## src/rtl/slice_alu_pkg.sv

```systemverilog
// Shared opcodes, FSM state type and sel decode helper for the slice-serial ALU.
package slice_alu_pkg;

    localparam logic [4:0] OP_ADD = 5'b00001;
    localparam logic [4:0] OP_SUB = 5'b00010;
    localparam logic [4:0] OP_AND = 5'b00100;
    localparam logic [4:0] OP_OR  = 5'b01000;
    localparam logic [4:0] OP_XOR = 5'b10000;

    typedef enum logic [1:0] {
        IDLE = 2'd0,
        RUN  = 2'd1,
        DONE = 2'd2
    } state_e;

    function automatic logic is_onehot(input logic [4:0] s);
        return (s != 5'd0) && ((s & (s - 5'd1)) == 5'd0);
    endfunction

endpackage

```

## src/rtl/slice_alu_cell.sv

```systemverilog
// Combinational SLICE-bit ALU cell; sub is a + ~b + c_in, illegal op yields all zeros.
module slice_alu_cell
    import slice_alu_pkg::*;
#(
    parameter int SLICE = 2
) (
    input  logic [SLICE-1:0] a_s,
    input  logic [SLICE-1:0] b_s,
    input  logic [4:0]       op,
    input  logic             c_in,
    output logic [SLICE-1:0] z_s,
    output logic             c_out,
    output logic             c_msb_in
);

    logic [SLICE-1:0] bx;
    logic [SLICE-1:0] sum;
    logic             cy;
    logic             cy_msb;

    // Ripple across the slice with a scalar carry to avoid a self-referencing vector.
    always_comb begin
        bx     = (op == OP_SUB) ? ~b_s : b_s;
        sum    = '0;
        cy     = c_in;
        cy_msb = 1'b0;
        for (int i = 0; i < SLICE; i++) begin
            if (i == SLICE - 1) cy_msb = cy;
            sum[i] = a_s[i] ^ bx[i] ^ cy;
            cy     = (a_s[i] & bx[i]) | (a_s[i] & cy) | (bx[i] & cy);
        end
    end

    always_comb begin
        z_s      = '0;
        c_out    = 1'b0;
        c_msb_in = 1'b0;
        case (op)
            OP_ADD, OP_SUB: begin
                z_s      = sum;
                c_out    = cy;
                c_msb_in = cy_msb;
            end
            OP_AND:  z_s = a_s & b_s;
            OP_OR:   z_s = a_s | b_s;
            OP_XOR:  z_s = a_s ^ b_s;
            default: z_s = '0;
        endcase
    end

endmodule

```

## src/rtl/slice_serial_alu.sv

```systemverilog
// Slice-serial ALU: one SLICE-bit cell reused over WIDTH/SLICE cycles, LSB slice first.
// Optional zero flag port enabled by defining SLICE_SERIAL_ALU_ZFLAG_EN.
module slice_serial_alu
    import slice_alu_pkg::*;
#(
    parameter int WIDTH = 8,
    parameter int SLICE = 2
) (
    input  logic             clk,
    input  logic             rst,
    input  logic             in_valid,
    output logic             in_ready,
    input  logic [WIDTH-1:0] a,
    input  logic [WIDTH-1:0] b,
    input  logic [4:0]       sel,
    input  logic             cin,
    input  logic             bin,
    output logic             out_valid,
    input  logic             out_ready,
    output logic [WIDTH-1:0] z,
    output logic             carry,
    output logic             overflow,
`ifdef SLICE_SERIAL_ALU_ZFLAG_EN
    output logic             zero,
`endif
    output logic             err
);

    localparam int NSLICE = WIDTH / SLICE;
    localparam int CW     = (NSLICE > 1) ? $clog2(NSLICE) : 1;

    generate
        if (SLICE < 1 || SLICE > WIDTH || (WIDTH % SLICE) != 0) begin : g_bad_param
            $error("slice_serial_alu: WIDTH must be a positive multiple of SLICE");
        end
    endgenerate

    state_e           state_q;
    logic [CW-1:0]    cnt_q;
    logic [WIDTH-1:0] a_q, b_q, z_q;
    logic [4:0]       sel_q;
    logic             c_q, carry_q, ovf_q, err_q, vld_q;
`ifdef SLICE_SERIAL_ALU_ZFLAG_EN
    logic             zacc_q, zero_q;
`endif

    logic [SLICE-1:0] z_s;
    logic             c_out, c_msb_in;
    logic             last_slice;

    slice_alu_cell #(.SLICE(SLICE)) u_cell (
        .a_s      (a_q[SLICE-1:0]),
        .b_s      (b_q[SLICE-1:0]),
        .op       (sel_q),
        .c_in     (c_q),
        .z_s      (z_s),
        .c_out    (c_out),
        .c_msb_in (c_msb_in)
    );

    assign last_slice = (cnt_q == CW'(NSLICE - 1));
    assign in_ready   = (state_q == IDLE) && !rst;

    always_ff @(posedge clk) begin
        if (rst) begin
            state_q <= IDLE;
            cnt_q   <= '0;
            a_q     <= '0;
            b_q     <= '0;
            z_q     <= '0;
            sel_q   <= '0;
            c_q     <= 1'b0;
            carry_q <= 1'b0;
            ovf_q   <= 1'b0;
            err_q   <= 1'b0;
            vld_q   <= 1'b0;
`ifdef SLICE_SERIAL_ALU_ZFLAG_EN
            zacc_q  <= 1'b0;
            zero_q  <= 1'b0;
`endif
        end else begin
            case (state_q)
                IDLE: begin
                    if (in_valid) begin
                        a_q     <= a;
                        b_q     <= b;
                        sel_q   <= sel;
                        cnt_q   <= '0;
                        z_q     <= '0;
                        carry_q <= 1'b0;
                        ovf_q   <= 1'b0;
                        err_q   <= !is_onehot(sel);
                        c_q     <= (sel == OP_ADD) ? cin : ((sel == OP_SUB) ? ~bin : 1'b0);
`ifdef SLICE_SERIAL_ALU_ZFLAG_EN
                        zacc_q  <= 1'b1;
                        zero_q  <= 1'b0;
`endif
                        state_q <= RUN;
                    end
                end
                RUN: begin
                    z_q[int'(cnt_q) * SLICE +: SLICE] <= z_s;
                    a_q <= a_q >> SLICE;
                    b_q <= b_q >> SLICE;
                    c_q <= c_out;
`ifdef SLICE_SERIAL_ALU_ZFLAG_EN
                    zacc_q <= zacc_q & ~|z_s;
`endif
                    if (last_slice) begin
                        // Sub carries out of a + ~b; borrow is its complement.
                        carry_q <= (sel_q == OP_ADD) ? c_out : ((sel_q == OP_SUB) ? ~c_out : 1'b0);
                        ovf_q   <= ((sel_q == OP_ADD) || (sel_q == OP_SUB)) & (c_msb_in ^ c_out);
`ifdef SLICE_SERIAL_ALU_ZFLAG_EN
                        zero_q  <= zacc_q & ~|z_s;
`endif
                        vld_q   <= 1'b1;
                        state_q <= DONE;
                    end else begin
                        cnt_q <= cnt_q + CW'(1);
                    end
                end
                DONE: begin
                    if (out_ready) begin
                        vld_q   <= 1'b0;
                        state_q <= IDLE;
                    end
                end
                default: state_q <= IDLE;
            endcase
        end
    end

    assign out_valid = vld_q;
    assign z         = z_q;
    assign carry     = carry_q;
    assign overflow  = ovf_q;
    assign err       = err_q;
`ifdef SLICE_SERIAL_ALU_ZFLAG_EN
    assign zero      = zero_q;
`endif

endmodule

```

## config.mk

```make
export PLATFORM = sky130hd
export DESIGN_NAME = slice_serial_alu
export DESIGN_NICKNAME = d
export VERILOG_FILES = /design/src/rtl/slice_alu_pkg.sv /design/src/rtl/slice_alu_cell.sv /design/src/rtl/slice_serial_alu.sv
export SDC_FILE = /design/constraint.sdc
export NUM_CORES = 1
export LEC_CHECK = 0
export CORE_MARGIN = 1
export CORE_UTILIZATION = 30
export CTS_BUF_LIST = sky130_fd_sc_hd__clkbuf_8
export CTS_CLUSTER_DIAMETER = 30
export CTS_CLUSTER_SIZE = 10
export DETAILED_ROUTE_END_ITERATION = 7
export PLACE_DENSITY_LB_ADDON = 0.15
export SLEW_MARGIN = 30
export SYNTH_ARGS = -nofsm -noshare
export SYNTH_HDL_FRONTEND = slang
export SYNTH_SLANG_ARGS = --single-unit
```

## constraint.sdc

```tcl
create_clock -name clk -period 8.7 [get_ports clk]
set_clock_uncertainty 0.1 [all_clocks]
set_input_delay 1.74 -clock clk [delete_from_list [all_inputs] [get_ports clk]]
set_output_delay 1.74 -clock clk [all_outputs]
set_load 0.01 [all_outputs]
```

* Word-level counts from Yosys, hierarchy flattened *
Cells that the tools add are included.

cells by class
  add/subtract/negate cells = 3
  muxes and demuxes = 32
  shifts and indexed selects = 2
  reductions and logical operators = 17
  eq/ne operators = 14
  bitwise logic cells = 23

operators by type and width
  cell                                                   number
  one-hot mux 8 bit (2 select lines)                     3
  negation 3 -> 33 bit                                   1
  variable shift 2 x 33 -> 8 bit (first input constant)  1
  variable part select 2 x 33 -> 8 bit                   1
  2-to-1 mux 8 bit                                       3
  2-to-1 mux 1 bit                                       12
  2-to-1 mux 2 bit                                       6
  AND reduction 3 bit                                    4
  equality test 5 x 1 -> 1 bit (second input constant)   2
  equality test 5 x 2 -> 1 bit (second input constant)   2
  bitwise mux 8 bit                                      1
  != test 2 bit (second input constant)                  4
  one-hot mux 1 bit (2 select lines)                     4
  one-hot mux 2 bit (4 select lines)                     1
  AND 1 bit                                              7
  one-hot mux 2 bit (3 select lines)                     1
  AND 5 bit                                              1
  equality test 5 x 3 -> 1 bit (second input constant)   1
  equality test 5 x 4 -> 1 bit (second input constant)   1
  equality test 5 bit (second input constant)            1
  zero test 5 bit                                        1
  nonzero test 5 bit                                     1
  subtractor 5 x 1 -> 5 bit (second input constant)      1
  XOR 1 bit                                              5
  17 further kinds                                       26

storage, ports and cells
  output and inout bits = 13
  bits of input ports = 27
  register bits = 38
  word-level logic and storage cells = 102

* Logic depth before layout (Yosys ltp) *
Gate-level depths: netlist (run 1).

  depth in word-level cells = 14
  depth in mapped cells = 10
  depth with buffers taken out = 10

* Hierarchy *
A second synthesis (run 1) with hierarchy kept.

unflattened totals
  cells, all modules = 247
  area total of the unflattened synthesis = 1984.4 um^2

modules (own cells, without submodules)
  module            instances  area an instance (um^2)  cells an instance  seq. area each (um^2)
  slice_serial_alu  1          1746.7                   216                760.7
  slice_alu_cell    1          237.7                    31                 0.0

* Worst setup path before layout (run 1) *
OpenSTA, ideal clock, no wires.

  path kind = input -> output
  start point = input rst
  end point = output in_ready
  data required time = 6860 ps
  stages on the path = 3
  arrival time = 2424 ps
  path buffers = 2
  slack = 4436 ps
  cells stage by stage = clkbuf_1 clkbuf_1 nor3_1

between the ends
  cells in the longest elaborated chain, start to end = 2

ends and longest elaborated chain
  what                line                    source
  start: declaration  slice_serial_alu.sv:10  input logic rst,
  zero test 1 bit     slice_serial_alu.sv:62  assign in_ready = (state_q == IDLE) && !rst;
  logical AND 1 bit   slice_serial_alu.sv:62
  end: declaration    slice_serial_alu.sv:12  output logic in_ready,

No other way between the ends.

* Final worst setup path (run 1) *
Ends and elaborated chain as after synthesis.

==> reports/qor.yml, run 1 <==
finish:
  area_growth_pct: 25.91
  postLayoutCoreUtil_pct: 39.35
  drive_gt1_share_pct: 5.839
  nets: 310
  antennaDiodeCount: 0
logic_synthesis:
  synth_seq_area_share_pct: 38.34
  netlist_top_cells_count: "50 x nand2_1, 38 x dfxtp_1, 25 x nor2_1, 19 x a21oi_1, 12 x a311oi_1"
  synthXorXnorAreaFrac_pct: 3.026
  muxShareOfSynthArea_pct: 0
  synth_cell_types: 43
  netlist_area_um2: 1984
  synthTopCellsByArea: "dfxtp_1 38%, nand2_1 9.5%, a311oi_1 5.3%"
  yosys.cell_count.top_type: "nand2_1"
  synth_simple_gate_area_share_pct: 26.67
  synth-edff-count: 0
  syn_inst: 241
  ys_async_sr_fraction_pct: 0
  synth_adder_area_share_pct: 7.062
  synth_ff_type: "dfxtp_1"
  synth_compound_area_share_pct: 19.29
  synth.ff_latch_count: 38
  synth_fp_nets: 278
  synth_top_family_by_area: "simple AND/OR/NAND/NOR gates"
  synth_top_area_cell: "dfxtp_1"
  yosys_warnings: 0
  synth.avg_cell_area_um2: 8.234
  yosys.area.top_type_share_pct: 38.34
critical_path:
  r2r_cells: 10
  worst_ep_required_time_ns: 6.86
  path_cells: "clkdlybuf4s50_1 -> buf_4 -> nor3_1 -> clkdlybuf4s50_1"
  cp-start-kind: "input port"
  critPathBufInv: 3
  crit_top_cell: "clkdlybuf4s50_1"
  worst_path_max_delay_cell: "clkdlybuf4s50_1"
  crit_type: "in -> out"
  crit_arrival_ns: 3.11
  slowest_delay_ns: 0.49
  path_depth: 4
  cpLargestDelayFamily: "buffers and inverters"
  worstPathMaxFanout: 37
  worst_setup_path_end_kind: "output port"
place:
  hpwl_um: 3181
  portBuffers: 39
  place_congestion: 0.7711
power_and_ir_drop:
  combPwrFrac_pct: 18.3
  power_switching_uw: 112.9
  p_per_area_nw_per_um2: 158.1
  p_total_uw: 395.0
  swShare_pct: 28.58
  power_leakage_nw: 0.8850
  clockPowerShare_pct: 32.6
  p_int_uw: 282.1
  irDropWorstVdd_v: 0.00005554
  seqPwrFrac_pct: 49.1
timing:
  setup_viol: 0
  hold_viol: 0
  worst_pin_slew_ns: 0.8513
  fin_crit_ns: 4.952
  slew_violations: 0
  rsz0062_at_grt: "false"
  maxSlewHeadroom_pct: 43.25
  fin_crit_sh_pct: 56.92
  whs_ns: 0.3603
  fmax_mhz: 201.9
  finalSetupTns_ns: 0
clock_network:
  ctsResizeCount: 0
  clk_pin_slew_ns: 0.08
  hold_buffers: 0
  clock-sinks: 38
  cts_buffer_depth: 2
  cts_setup_buffers: 0
  cts_buffers: 5
  cts_tree: "done"
  clk_latency_ns: 0.29
  h-tree-depth: 2
  root_buffer: "clkbuf_8"
run_status:
  status: "finished, final reports clean"
detailed_routing:
  avgRoutedWirePerCell_um: 12.88
  ant_nets: 0
  route.vias.total: 1750
  routed_wl_um: 4522
  drcViolationCount: 0
  drtIter0Drc: 96
  viasPerCell: 4.986
  firstDrtPassIters: 4
global_routing:
  grt_max_degree: 38
  grt_pass1_wl_um: 7852
  antenna_found_initial: 0
  gr-total-overflow: 0
  grt_pass1_vias: 1688
  grt_use_total_pct: 14.10
min_path:
  hold_path_class: "reg -> reg"
  hold_depth: 2
die:
  dieArea_um2: 6944
  fp-row-count: 29
  core_area_um2: 6350
  initial_core_util_pct: 31.25
  num_io_pins: 40
  die_h_um: 83.33
  die_w_um: 83.33
flow_run:
  drv_cap: 0
[cell usage in the layout (no fill, tap or decap), drive strengths merged, types with 2 or more instances in the layout]
cell           instances
nand2                 50
o2bb2ai                3
or3b                   3
inv                    7
a2111oi                3
dfxtp                 38
nor3                   5
fa                     2
nor2b                  3
o21ai                  4
nand3b                 5
ha                     8
clkbuf                 6
buf                    2
nand2b                 3
xnor2                  5
nor3b                  4
a21oi                 19
or3                    2
nor4                   2
a211oi                 2
nand3                  5
a311oi                12
clkdlybuf4s50         39
nor2                  25
a32o                   3
a22oi                  2
[logic make-up after synthesis]
family	Yosys count
AOI/OAI and AO/OA	53
buffers and inverters	23
xor gates and xnor gates	6
DFF	38
adders and majority gates	10
and+or+nand+nor	111
[flip-flops by register name, indices dropped and copies added (netlist names), 2 cells and up]
signal   count
b_q          8
z            8
sel_q        5
state_q      2
cnt_q        2
a_q          8
[worst paths after layout]
path / from / slack (ns) / to
worst max register to register: sel_q[2] / 5.36 / carry
worst max-delay path: rst / 3.75 / in_ready
worst min-delay path: z[1] / 0.36 / z[1]
worst min register to register: z[1] / 0.36 / z[1]
[power by group through the flow]
stage          Combinational, mW  Clock (mW)  Sequential, mW
6_report                  0.0723       0.129           0.194
5_1_grt                   0.0823       0.145           0.196
4_1_cts                   0.0735       0.136           0.194
3_5_place_dp              0.0731           0           0.198
3_3_place_gp              0.0732           0           0.198
2_1_floorplan             0.0511           0           0.194
[metal layers]
metal | global-route usage, % | up-vias | routed length (µm)
li1 | - | 914 | -
met1 | 19.39 | 798 | 2311
met2 | 20.72 | 33 | 1989
met3 | 4.274 | 5 | 155
met4 | 5.172 | 0 | 65
met5 | 0 | - | 0
[metrics by stage]
stage	cell area, µm²	instances	setup slack [ns]
finish	2499	351	3.748
global placement	2401	343	3.729
CTS	2499	351	3.728
floorplan	1984	241	4.436
detailed placement	2404	343	3.729
global route	2499	351	3.650
[cell type report]
class	instances	area [µm²]
Sequential cell	38	760.7
Tap cell	77	96.34
Multi-Input combinational cell	180	1115
Clock buffer	6	82.58
Timing Repair Buffer	41	405.4
Clock inverter	2	12.51
Fill cell	637	3851
Inverter	7	26.28
[worst register-to-register path, stage by stage, from the launching register on]
cell and delay [ns]:
dfxtp_1 0.37, or3_4 0.44, or3b_4 0.43, xnor2_1 0.18, fa_1 0.23, inv_1 0.06
fa_1 0.42, or3b_1 0.36, a2111oi_0 0.51, a21oi_1 0.10, nor2_1 0.10
(Power assumes the default switching activity.)
==> inputs of run 2 (changes only) <==
clock period = 4.9 ns   (was 8.7 ns; I/O delays follow)
==> run 2 against run 1 <==
Against the previous run: wire length increased by 1.5%; total power rose by 78%; largest power group unchanged; combinational power is 78% higher; utilization unchanged; via count fell by 0.29%; critical path depth did not move; sequential power is 77% higher.
==> reports/qor.yml, run 2 (same netlist as run 1, synthesis figures left out) <==
detailed_routing:
  route.vias.total: 1745
  routed_wl_um: 4590
  drtIter0Drc: 84
  ant_nets: 0
  avgRoutedWirePerCell_um: 13.08
  firstDrtPassIters: 4
  viasPerCell: 4.972
  drcViolationCount: 0
timing:
  fin_crit_sh_pct: 70.09
  worst_pin_slew_ns: 0.8138
  hold_viol: 0
  rsz0062_at_grt: "false"
  finalSetupTns_ns: 0
  maxSlewHeadroom_pct: 45.74
  fmax_mhz: 291.2
  setup_viol: 0
  setup_ws_ns: 1.466
  fin_crit_ns: 3.434
  slew_violations: 0
critical_path:
  worst_path_max_delay_cell: "clkdlybuf4s50_1"
  cp-start-kind: "input port"
  worstPathMaxFanout: 37
  crit_arrival_ns: 2.35
  crit_type: "in -> out"
  worst_ep_required_time_ns: 3.82
  slowest_delay_ns: 0.49
  crit_top_cell: "clkdlybuf4s50_1"
  cpLargestDelayFamily: "buffers and inverters"
  critPathBufInv: 3
  worst_setup_path_end_kind: "output port"
  path_cells: "clkdlybuf4s50_1 -> buf_4 -> nor3_1 -> clkdlybuf4s50_1"
power_and_ir_drop:
  power_leakage_nw: 0.8850
  clockPowerShare_pct: 32.7
  swShare_pct: 28.80
  combPwrFrac_pct: 18.3
  p_per_area_nw_per_um2: 281.7
  power_switching_uw: 202.7
  irDropWorstVdd_v: 0.0001094
  seqPwrFrac_pct: 48.9
  p_int_uw: 501.2
die:
  num_io_pins: 40
  die_w_um: 83.33
  die_h_um: 83.33
  core_area_um2: 6350
  dieArea_um2: 6944
  fp-row-count: 29
  initial_core_util_pct: 31.25
run_status:
  status: "finished, final reports clean"
clock_network:
  cts_buffers: 5
  clock-sinks: 38
  cts_buffer_depth: 2
  clk_pin_slew_ns: 0.08
  root_buffer: "clkbuf_8"
  ctsResizeCount: 0
  h-tree-depth: 2
  clk_latency_ns: 0.30
  hold_buffers: 0
  cts_tree: "done"
  cts_setup_buffers: 0
global_routing:
  grt_pass1_wl_um: 8252
  grt_use_total_pct: 14.67
  met3_usage_pct: 3.877
  antenna_found_initial: 0
  met1_usage_pct: 20.19
  gr-max-usage-layer: "met2"
  grt_use_met2_pct: 22.28
  gr-total-overflow: 0
  grt_max_degree: 38
  grt_pass1_vias: 1718
place:
  portBuffers: 39
  hpwl_um: 3254
  place_congestion: 0.7638
  dp_slack_ns: 1.447
  dpl_cell_area_um2: 2401
  placed_cells_incl_taps: 343
finish:
  antennaDiodeCount: 0
  regArea_um2: 760.7
  layout_common_cells: "50 x nand2_1, 39 x clkdlybuf4s50_1, 38 x dfxtp_1"
  nets: 310
  postLayoutCoreUtil_pct: 39.35
  final_cells: 351
  final_common_cell: "nand2_1"
  multi_input_area_um2: 1115
  finalInstanceArea_um2: 2499
  nFillCells: 645
  drive_gt1_share_pct: 5.839
  area_growth_pct: 25.91
flow_run:
  drv_cap: 0
min_path:
  hold_path_class: "reg -> reg"
run 2: cell counts in the layout (fill, tap and decap cells not counted):
No cell type changed its count.
run 2: per-stage QoR:
step / power (mW) / hold WS (ns)
5_1_grt: 0.7454 / 0.4012
3_5_place_dp: 0.4818 / 0.3518
6_report: 0.7038 / 0.3621
2_1_floorplan: 0.4350 / 0.3483
3_3_place_gp: 0.4815 / 0.3432
4_1_cts: 0.7107 / 0.3633
run 2: final timing paths:
check                   to  slack, ns     start  depth (start not counted)
setup / recovery  in_ready       1.47       rst                          4
hold / removal        z[1]       0.36      z[1]                          2
setup reg to reg     carry       1.74  sel_q[2]                         10
hold reg to reg       z[1]       0.36      z[1]                          2
run 2: worst reg2reg max path, stage by stage, from the launching register on:
cell	delay [ns]
dfxtp_1	0.37
or3_4	0.44
or3b_4	0.42
xnor2_1	0.18
fa_1	0.23
inv_1	0.06
fa_1	0.42
or3b_1	0.36
a2111oi_0	0.36
a21oi_1	0.08
nor2_1	0.09
run 2: power by group through the flow:
stage	Clock, mW	Sequential, mW	Combinational, mW
floorplan	0	0.344	0.0908
global route	0.250	0.348	0.148
CTS	0.235	0.344	0.131
finish	0.230	0.344	0.129
global placement	0	0.351	0.130
detailed placement	0	0.352	0.130
run 2: metal layers:
| metal | part of all wire (%) | up-vias |
|---|---|---|
| li1 | - | 911 |
| met1 | 51 | 796 |
| met2 | 44 | 31 |
| met3 | 3.6 | 7 |
| met4 | 1.4 | 0 |
| met5 | 0 | - |
run 2: final cells by class:
class | instances | share of cell area [%]
multi-input combinational | 180 | 44.62
sequential | 38 | 30.45
timing repair buffer | 41 | 16.22
tap | 77 | 3.856
clock buffer | 6 | 3.305
inverter | 7 | 1.052
clock inverter | 2 | 0.5008
